## config.mk

```make
export PLATFORM = sky130hd
export DESIGN_NAME = bus_frame_receiver
export DESIGN_NICKNAME = d
export VERILOG_FILES = /design/src/rtl/bus_frame_receiver.sv
export SDC_FILE = /design/constraint.sdc
export NUM_CORES = 1
export LEC_CHECK = 0
export CAP_MARGIN = 20
export CORE_MARGIN = 1
export CORE_UTILIZATION = 40
export CTS_BUF_LIST = sky130_fd_sc_hd__clkbuf_8
export CTS_CLUSTER_SIZE = 16
export DETAILED_ROUTE_END_ITERATION = 10
export GPL_TIMING_DRIVEN = 0
export PLACE_DENSITY = 0.64
export SLEW_MARGIN = 20
export SYNTH_ARGS = -nofsm -noshare
export SYNTH_HDL_FRONTEND = slang
export SYNTH_SLANG_ARGS = --single-unit
```

## constraint.sdc

```tcl
create_clock -name clock -period 6.62 [get_ports clock]
set_clock_uncertainty 0.1 [all_clocks]
set_input_delay 0.662 -clock clock [delete_from_list [all_inputs] [get_ports clock]]
set_output_delay 0.662 -clock clock [all_outputs]
set_load 0.05 [all_outputs]
```

## src/rtl/bus_frame_receiver.sv

```systemverilog
// ============================================================================
//  Module   : bus_frame_receiver
//  Brief    : Deframes start/address/data/CRC-4 frames from a one-bit serial
//             bus and delivers matching 64-bit payloads.
//  Revision : 1.0 - initial release
// ============================================================================
`default_nettype none

module bus_frame_receiver #(
    parameter logic [3:0] MY_ADDR = 4'd1
) (
    input  logic        clock,
    input  logic        reset,
    input  logic        bus_in,
    input  logic        enable,
    output logic [63:0] data_out,
    output logic        data_valid,
    output logic        crc_error,
    output logic        busy,
    output logic [7:0]  good_count,
    output logic [7:0]  err_count
);

    localparam logic [2:0] c_ST_IDLE  = 3'd0;
    localparam logic [2:0] c_ST_ADDR  = 3'd1;
    localparam logic [2:0] c_ST_DATA  = 3'd2;
    localparam logic [2:0] c_ST_CRCF  = 3'd3;
    localparam logic [2:0] c_ST_CHECK = 3'd4;

    // Bit counter runs 0..71 across address, data and CRC fields.
    localparam logic [6:0] c_LAST_ADDR = 7'd3;
    localparam logic [6:0] c_LAST_DATA = 7'd67;
    localparam logic [6:0] c_LAST_CRC  = 7'd71;
    localparam logic [3:0] c_CRC_POLY  = 4'b0011;
    localparam logic [7:0] c_CNT_MAX   = 8'hFF;

    logic [2:0]  r_state;
    logic [2:0]  w_next_state;
    logic [6:0]  r_bit_cnt;
    logic [3:0]  r_crc;
    logic [3:0]  r_addr;
    logic [63:0] r_data;
    logic [3:0]  r_rx_crc;

    logic        w_start;
    logic        w_fb;
    logic        w_last_bit;
    logic        w_addr_match;
    logic        w_crc_ok;
    logic        w_good;
    logic        w_bad;

    // State register
    always_ff @(posedge clock) begin
        if (reset) begin
            r_state <= c_ST_IDLE;
        end else begin
            r_state <= w_next_state;
        end
    end

    // Next-state logic
    always_comb begin
        w_next_state = r_state;
        case (r_state)
            c_ST_IDLE:  if (w_start)                   w_next_state = c_ST_ADDR;
            c_ST_ADDR:  if (r_bit_cnt == c_LAST_ADDR)  w_next_state = c_ST_DATA;
            c_ST_DATA:  if (r_bit_cnt == c_LAST_DATA)  w_next_state = c_ST_CRCF;
            c_ST_CRCF:  if (r_bit_cnt == c_LAST_CRC)   w_next_state = c_ST_CHECK;
            c_ST_CHECK:                                w_next_state = c_ST_IDLE;
            default:                                   w_next_state = c_ST_IDLE;
        endcase
    end

    // Output / decode logic
    always_comb begin
        busy         = (r_state != c_ST_IDLE);
        w_start      = (r_state == c_ST_IDLE) && enable && bus_in;
        w_fb         = r_crc[3] ^ bus_in;
        w_last_bit   = (r_state == c_ST_CRCF) && (r_bit_cnt == c_LAST_CRC);
        w_addr_match = (r_addr == MY_ADDR);
        // The final CRC bit is still on the bus at the decision edge.
        w_crc_ok     = ({r_rx_crc[2:0], bus_in} == r_crc);
        w_good       = w_last_bit && w_addr_match && w_crc_ok;
        w_bad        = w_last_bit && w_addr_match && !w_crc_ok;
    end

    // Datapath: shift registers, CRC, decision and counters
    always_ff @(posedge clock) begin
        if (reset) begin
            r_bit_cnt  <= '0;
            r_crc      <= '0;
            r_addr     <= '0;
            r_data     <= '0;
            r_rx_crc   <= '0;
            data_out   <= '0;
            data_valid <= 1'b0;
            crc_error  <= 1'b0;
            good_count <= '0;
            err_count  <= '0;
        end else begin
            data_valid <= w_good;
            crc_error  <= w_bad;

            case (r_state)
                c_ST_IDLE: begin
                    if (w_start) begin
                        r_bit_cnt <= '0;
                        r_crc     <= '0;
                    end
                end
                c_ST_ADDR: begin
                    r_addr    <= {r_addr[2:0], bus_in};
                    r_crc     <= {r_crc[2:0], 1'b0} ^ (w_fb ? c_CRC_POLY : 4'b0000);
                    r_bit_cnt <= r_bit_cnt + 7'd1;
                end
                c_ST_DATA: begin
                    r_data    <= {r_data[62:0], bus_in};
                    r_crc     <= {r_crc[2:0], 1'b0} ^ (w_fb ? c_CRC_POLY : 4'b0000);
                    r_bit_cnt <= r_bit_cnt + 7'd1;
                end
                c_ST_CRCF: begin
                    r_rx_crc  <= {r_rx_crc[2:0], bus_in};
                    r_bit_cnt <= r_bit_cnt + 7'd1;
                end
                default: ;
            endcase

            if (w_good) begin
                data_out <= r_data;
                if (good_count != c_CNT_MAX) good_count <= good_count + 8'd1;
            end
            if (w_bad && (err_count != c_CNT_MAX)) begin
                err_count <= err_count + 8'd1;
            end
        end
    end

endmodule

`default_nettype wire

```

======== Word level (Yosys, flattened, before mapping) ========
Cells that the tools add are included.
cells by class
  reduce and logical (&&, ||, !) cells .... 18
  add/subtract/negate cells ............... 3
  equal/unequal tests ..................... 14
  bitwise logic cells ..................... 2
  mux-type cells .......................... 10
operator list
  cell                 count
  $add 8x1->8 const B  2
  $ne 8x8->1 const B   2
  $eq 7x7->1 const B   2
  $pmux 7 s2           1
  $mux 3               4
  $pmux 3 s4           1
  $pmux 4 s2           1
  $add 7x1->7 const B  1
  $eq 7x2->1 const B   1
  $logic_and 1x1->1    7
  $mux 7               1
  $eq 3x2->1 const B   2
  $ne 2x2->1 const B   3
  $reduce_and 2->1     3
  $eq 4x1->1 const B   1
  $eq 4x4->1           1
  $mux 4               1
  $reduce_and 4->1     1
  $reduce_bool 2->1    2
  $xor 4x2->4          1
  $eq 3x1->1 const B   1
  $logic_not 3->1      1
  $reduce_bool 3->1    1
  $reduce_or 3->1      1
  other kinds (5)      5
word-level totals
  bits in registers ....................... 167
  logic and storage cells ................. 58
  input bits .............................. 4

======== Longest topological paths before layout ========
  depth in word-level cells ............... 5
  gate-level depth with buffers ........... 9

======== Least setup slack after synthesis ========
OpenSTA, ideal clock, no wires.
  path type ............................... input -> register
  start ................................... input port bus_in
  end ..................................... register good_count[3]
  data required time ...................... 6.449 ns
  stages on the path ...................... 7
  path slack .............................. 4.291 ns
  arrival time ............................ 2.159 ns
  path buffers ............................ 2
  cells stage by stage .................... buf_2 -> xnor2_1 -> nand4_1 -> or2_1 -> buf_2 -> or4_1 -> a21oi_1
between the ends
  word-level cells in the longest chain between the ends .. 3
ends and longest elaborated chain
  item                               RTL line  source
  start: declaration                 14        input logic bus_in,
  $eq 4x4->1                         83        w_crc_ok = ({r_rx_crc[2:0], bus_in} == r_crc);
  $logic_and 1x1->1                  84        w_good = w_last_bit && w_addr_match && w_crc_ok;
  $reduce_and 2->1 (no source line)  -
  end signal: assignment             131       if (good_count != c_CNT_MAX) good_count <= good_count + 8'd1;
  end: declaration                   20        output logic [7:0] good_count,
Every way passes these cells.
A chain may end at the register's enable or synchronous reset.

======== Worst setup path in the final report ========
  start ................................... register r_state[1]
  end ..................................... output port busy
between the ends
  word-level cells in the longest chain between the ends .. 1
ends and longest elaborated chain
  item                      RTL line  source
  start: declaration        37        logic [2:0] r_state;
  start signal: assignment  56        r_state <= c_ST_IDLE;
  start signal: assignment  58        r_state <= w_next_state;
  $reduce_bool 3->1         77        busy = (r_state != c_ST_IDLE);
  end: declaration          19        output logic busy,
Every way passes these cells.

==> impl_metrics.csv <==
group,metric,value,unit
run_status,status,"completed",
setup_path,r2r_slack,3.95,ns
logic_synthesis,synth_compound_area_frac,0.148,
clocking,cts_tree,"done",
flow_run,maxCapViolCount,0,
die,pin_count,87,
finish,area_growth,24.1,%
power,p_seq_frac,0.548,
clocking,cts_root_buf,"clkbuf_8",
grt,grt.overflow.total,0,
die,start_util,0.409,
grt,grt_pass1_vias,4755,
setup_path,cp_max_fo,10,
routing,drc,0,
sta,worst_pin_slew,0.949,ns
logic_synthesis,synthMuxAreaShare,0.00987,
logic_synthesis,synthArstFlopShare,0,
placed_design,hpwl,9710,microns
logic_synthesis,syn_nets,788,
sta,rsz0062_at_grt,"false",
power,combPwrFrac,0.050,
routing,routed_wirelength,14100,microns
sta,setup_viol,0,
routing,drt-initial-drc-count,316,
power,p_sw_frac,0.239,
setup_path,cp-end-kind,"primary output",
clocking,cts_resized,0,
die,rows,45,
finish,finalNetCount,892,
clocking,numCtsBuffers,17,
sta,finalMaxSlewViolations,0,
power,leakage,2.48,nW
grt,grt_pass1_wl,23400,microns
logic_synthesis,synth_xor_xnor_area_share,0.0155,
finish,layout.cells.most_common_list,"273 x nand2_1, 167 x dfxtp_1, 146 x a21oi_1",
power,p_per_area,239,nW/um^2
sta,finalCritPeriodShare,0.435,
finish,multi_input_area,2650,sq um
grt,antenna_found_initial,0,
logic_synthesis,synth-adder-area-share,0.00604,
sta,setup-tns-final,0,ns
placed_design,io_buffer_count,85,
worst_hold_path,hp-class,"reg2reg",
logic_synthesis,ys_seq_elements,167,
clocking,htreeDepth,4,
sta,period_needed,2.88,ns
die,die_h,127,microns
clocking,clockBufferDepth,2,
routing,via_per_inst,4.94,
clocking,clock_sinks,167,
logic_synthesis,synthesis.area,6210,sq um
finish,fillers,1528,
power,irDropWorstVdd,0.000128,V
sta,fmax,347,MHz
logic_synthesis,synth_edf_count,0,
clocking,postCtsSetupBuffers,0,
clocking,insertion_delay,0.46,ns
clocking,ctsHoldBuffers,0,
routing,drt_first_pass_iters,5,
setup_path,startpoint_type,"flip-flop",
logic_synthesis,synth-simple-area-share,0.247,
sta,hold_viol,0,
finish,drive_gt1_frac,0.0468,
logic_synthesis,syn_area_per_cell,7.96,sq um
logic_synthesis,yosysSeqAreaShare,0.538,
die,coreArea,15200,sq um
setup_path,crit_arrival,2.12,ns
logic_synthesis,synth-warning-count,0,
logic_synthesis,synthDistinctLibCells,45,
grt,grt_max_degree,17,
logic_synthesis,syn-instance-count,781,
power,clkPwrFrac,0.402,
logic_synthesis,ys.flop_type,"dfxtp_1",
routing,route.vias.total,5368,
setup_path,critPathKind,"reg2out",
logic_synthesis,synth_top_family_by_area,"simple AND/OR/NAND/NOR gates",
placed_design,gp_congestion,0.771,
grt,grt_use_total,0.183,
finish,register_area,3340,sq um
die,die_area,16000,sq um
power,total_power,1.85,mW
setup_path,cp.required,5.86,ns
finish,antennaDiodeCount,0,
finish,layout_commonest_cell,"nand2_1",
routing,postRouteAntennaNets,0,
routing,wl_per_cell,13.0,microns
clocking,clkTransAtPathRegs,0.08,ns
power,p_sw,0.440,mW
power,internal_power,1.41,mW
die,die_w,127,microns
sta,relSlewSlack,0.366,
worst paths after layout:
path,start,endpoint,depth (start not counted)
min reg2reg,data_out[56],data_out[56],2
max reg2reg,r_bit_cnt[0],data_out[49],9
min,data_out[56],data_out[56],2
max,r_state[1],busy,3
flip-flops by register name, summed over array words and instances (netlist names), 3 cells and up:
| register | count |
|---|---|
| data_out | 64 |
| r_data | 64 |
| err_count | 8 |
| good_count | 8 |
| r_bit_cnt | 7 |
| r_addr | 4 |
| r_crc | 4 |
| r_rx_crc | 3 |
| r_state | 3 |
per-stage QoR:
stage	utilization	cell area, sq um	hold slack, ns	std cells	worst slack, ns
floorplan	-	6210	0.337	781	4.29
global placement	0.480	7300	0.339	1054	3.82
detailed placement	0.480	7300	0.344	1054	3.80
CTS	0.507	7710	0.355	1086	3.72
global route	0.507	7710	0.369	1086	3.65
finish	0.507	7710	0.351	1086	3.74
critical path, cell delays in order (launching register included):
cell	delay, ns
dfxtp_1	0.36
clkbuf_1	0.33
or3_1	0.18
clkdlybuf4s50_1	0.80
power groups by stage:
stage | Sequential (mW) | Combinational [mW] | Clock, mW
finish | 1.01 | 0.0929 | 0.741
global route | 1.01 | 0.104 | 0.801
CTS | 1.01 | 0.0933 | 0.760
detailed placement | 1.04 | 0.0929 | 0
global placement | 1.04 | 0.0932 | 0
floorplan | 1.03 | 0.0655 | 0
Yosys cell counts (2+ instances only):
cell type | n | area, sq um
nand3_1 | 10 | 50.1
inv_1 | 4 | 15.0
ha_1 | 3 | 37.5
and4_1 | 2 | 17.5
nor3_1 | 9 | 45.0
nand2_1 | 273 | 1020
nor2_1 | 32 | 120
a31oi_1 | 3 | 18.8
xor2_1 | 4 | 35.0
nor4bb_1 | 2 | 20.0
clkbuf_1 | 44 | 165
mux2i_1 | 5 | 50.1
a22oi_1 | 6 | 45.0
nor3b_1 | 2 | 15.0
nor2b_1 | 2 | 12.5
buf_2 | 6 | 30.0
or4_1 | 3 | 22.5
xnor2_1 | 7 | 61.3
and3_1 | 4 | 25.0
a21oi_1 | 146 | 731
or3_1 | 6 | 37.5
buf_1 | 3 | 11.3
dfxtp_1 | 167 | 3340
o21ai_0 | 9 | 45.0
nand4_1 | 5 | 31.3
a21o_1 | 2 | 15.0
nand2b_1 | 4 | 25.0
layout make-up:
type                       instances  share of cell area
buffer                            53              0.0268
clock buffer                      21              0.0375
clock inverter                    11              0.0157
inverter                           4             0.00195
multi-input combinational        557               0.344
sequential                       167               0.434
tap                              188              0.0305
timing repair buffer              85               0.110
kinds of logic after synthesis:
group	count (synthesis)
simple gates	363
compound gates	174
flops	167
buf+inv	57
xor+xnor	11
mux	6
fa+ha+maj	3
per-layer routing:
layer / global-route usage / up-vias / part of all wire
li1: - / 2794 / -
met1: 0.247 / 2448 / 0.50
met2: 0.287 / 111 / 0.45
met3: 0.0375 / 15 / 0.035
met4: 0.0765 / 0 / 0.015
met5: 0 / - / 0
Power figures use the tool's default switching activity.
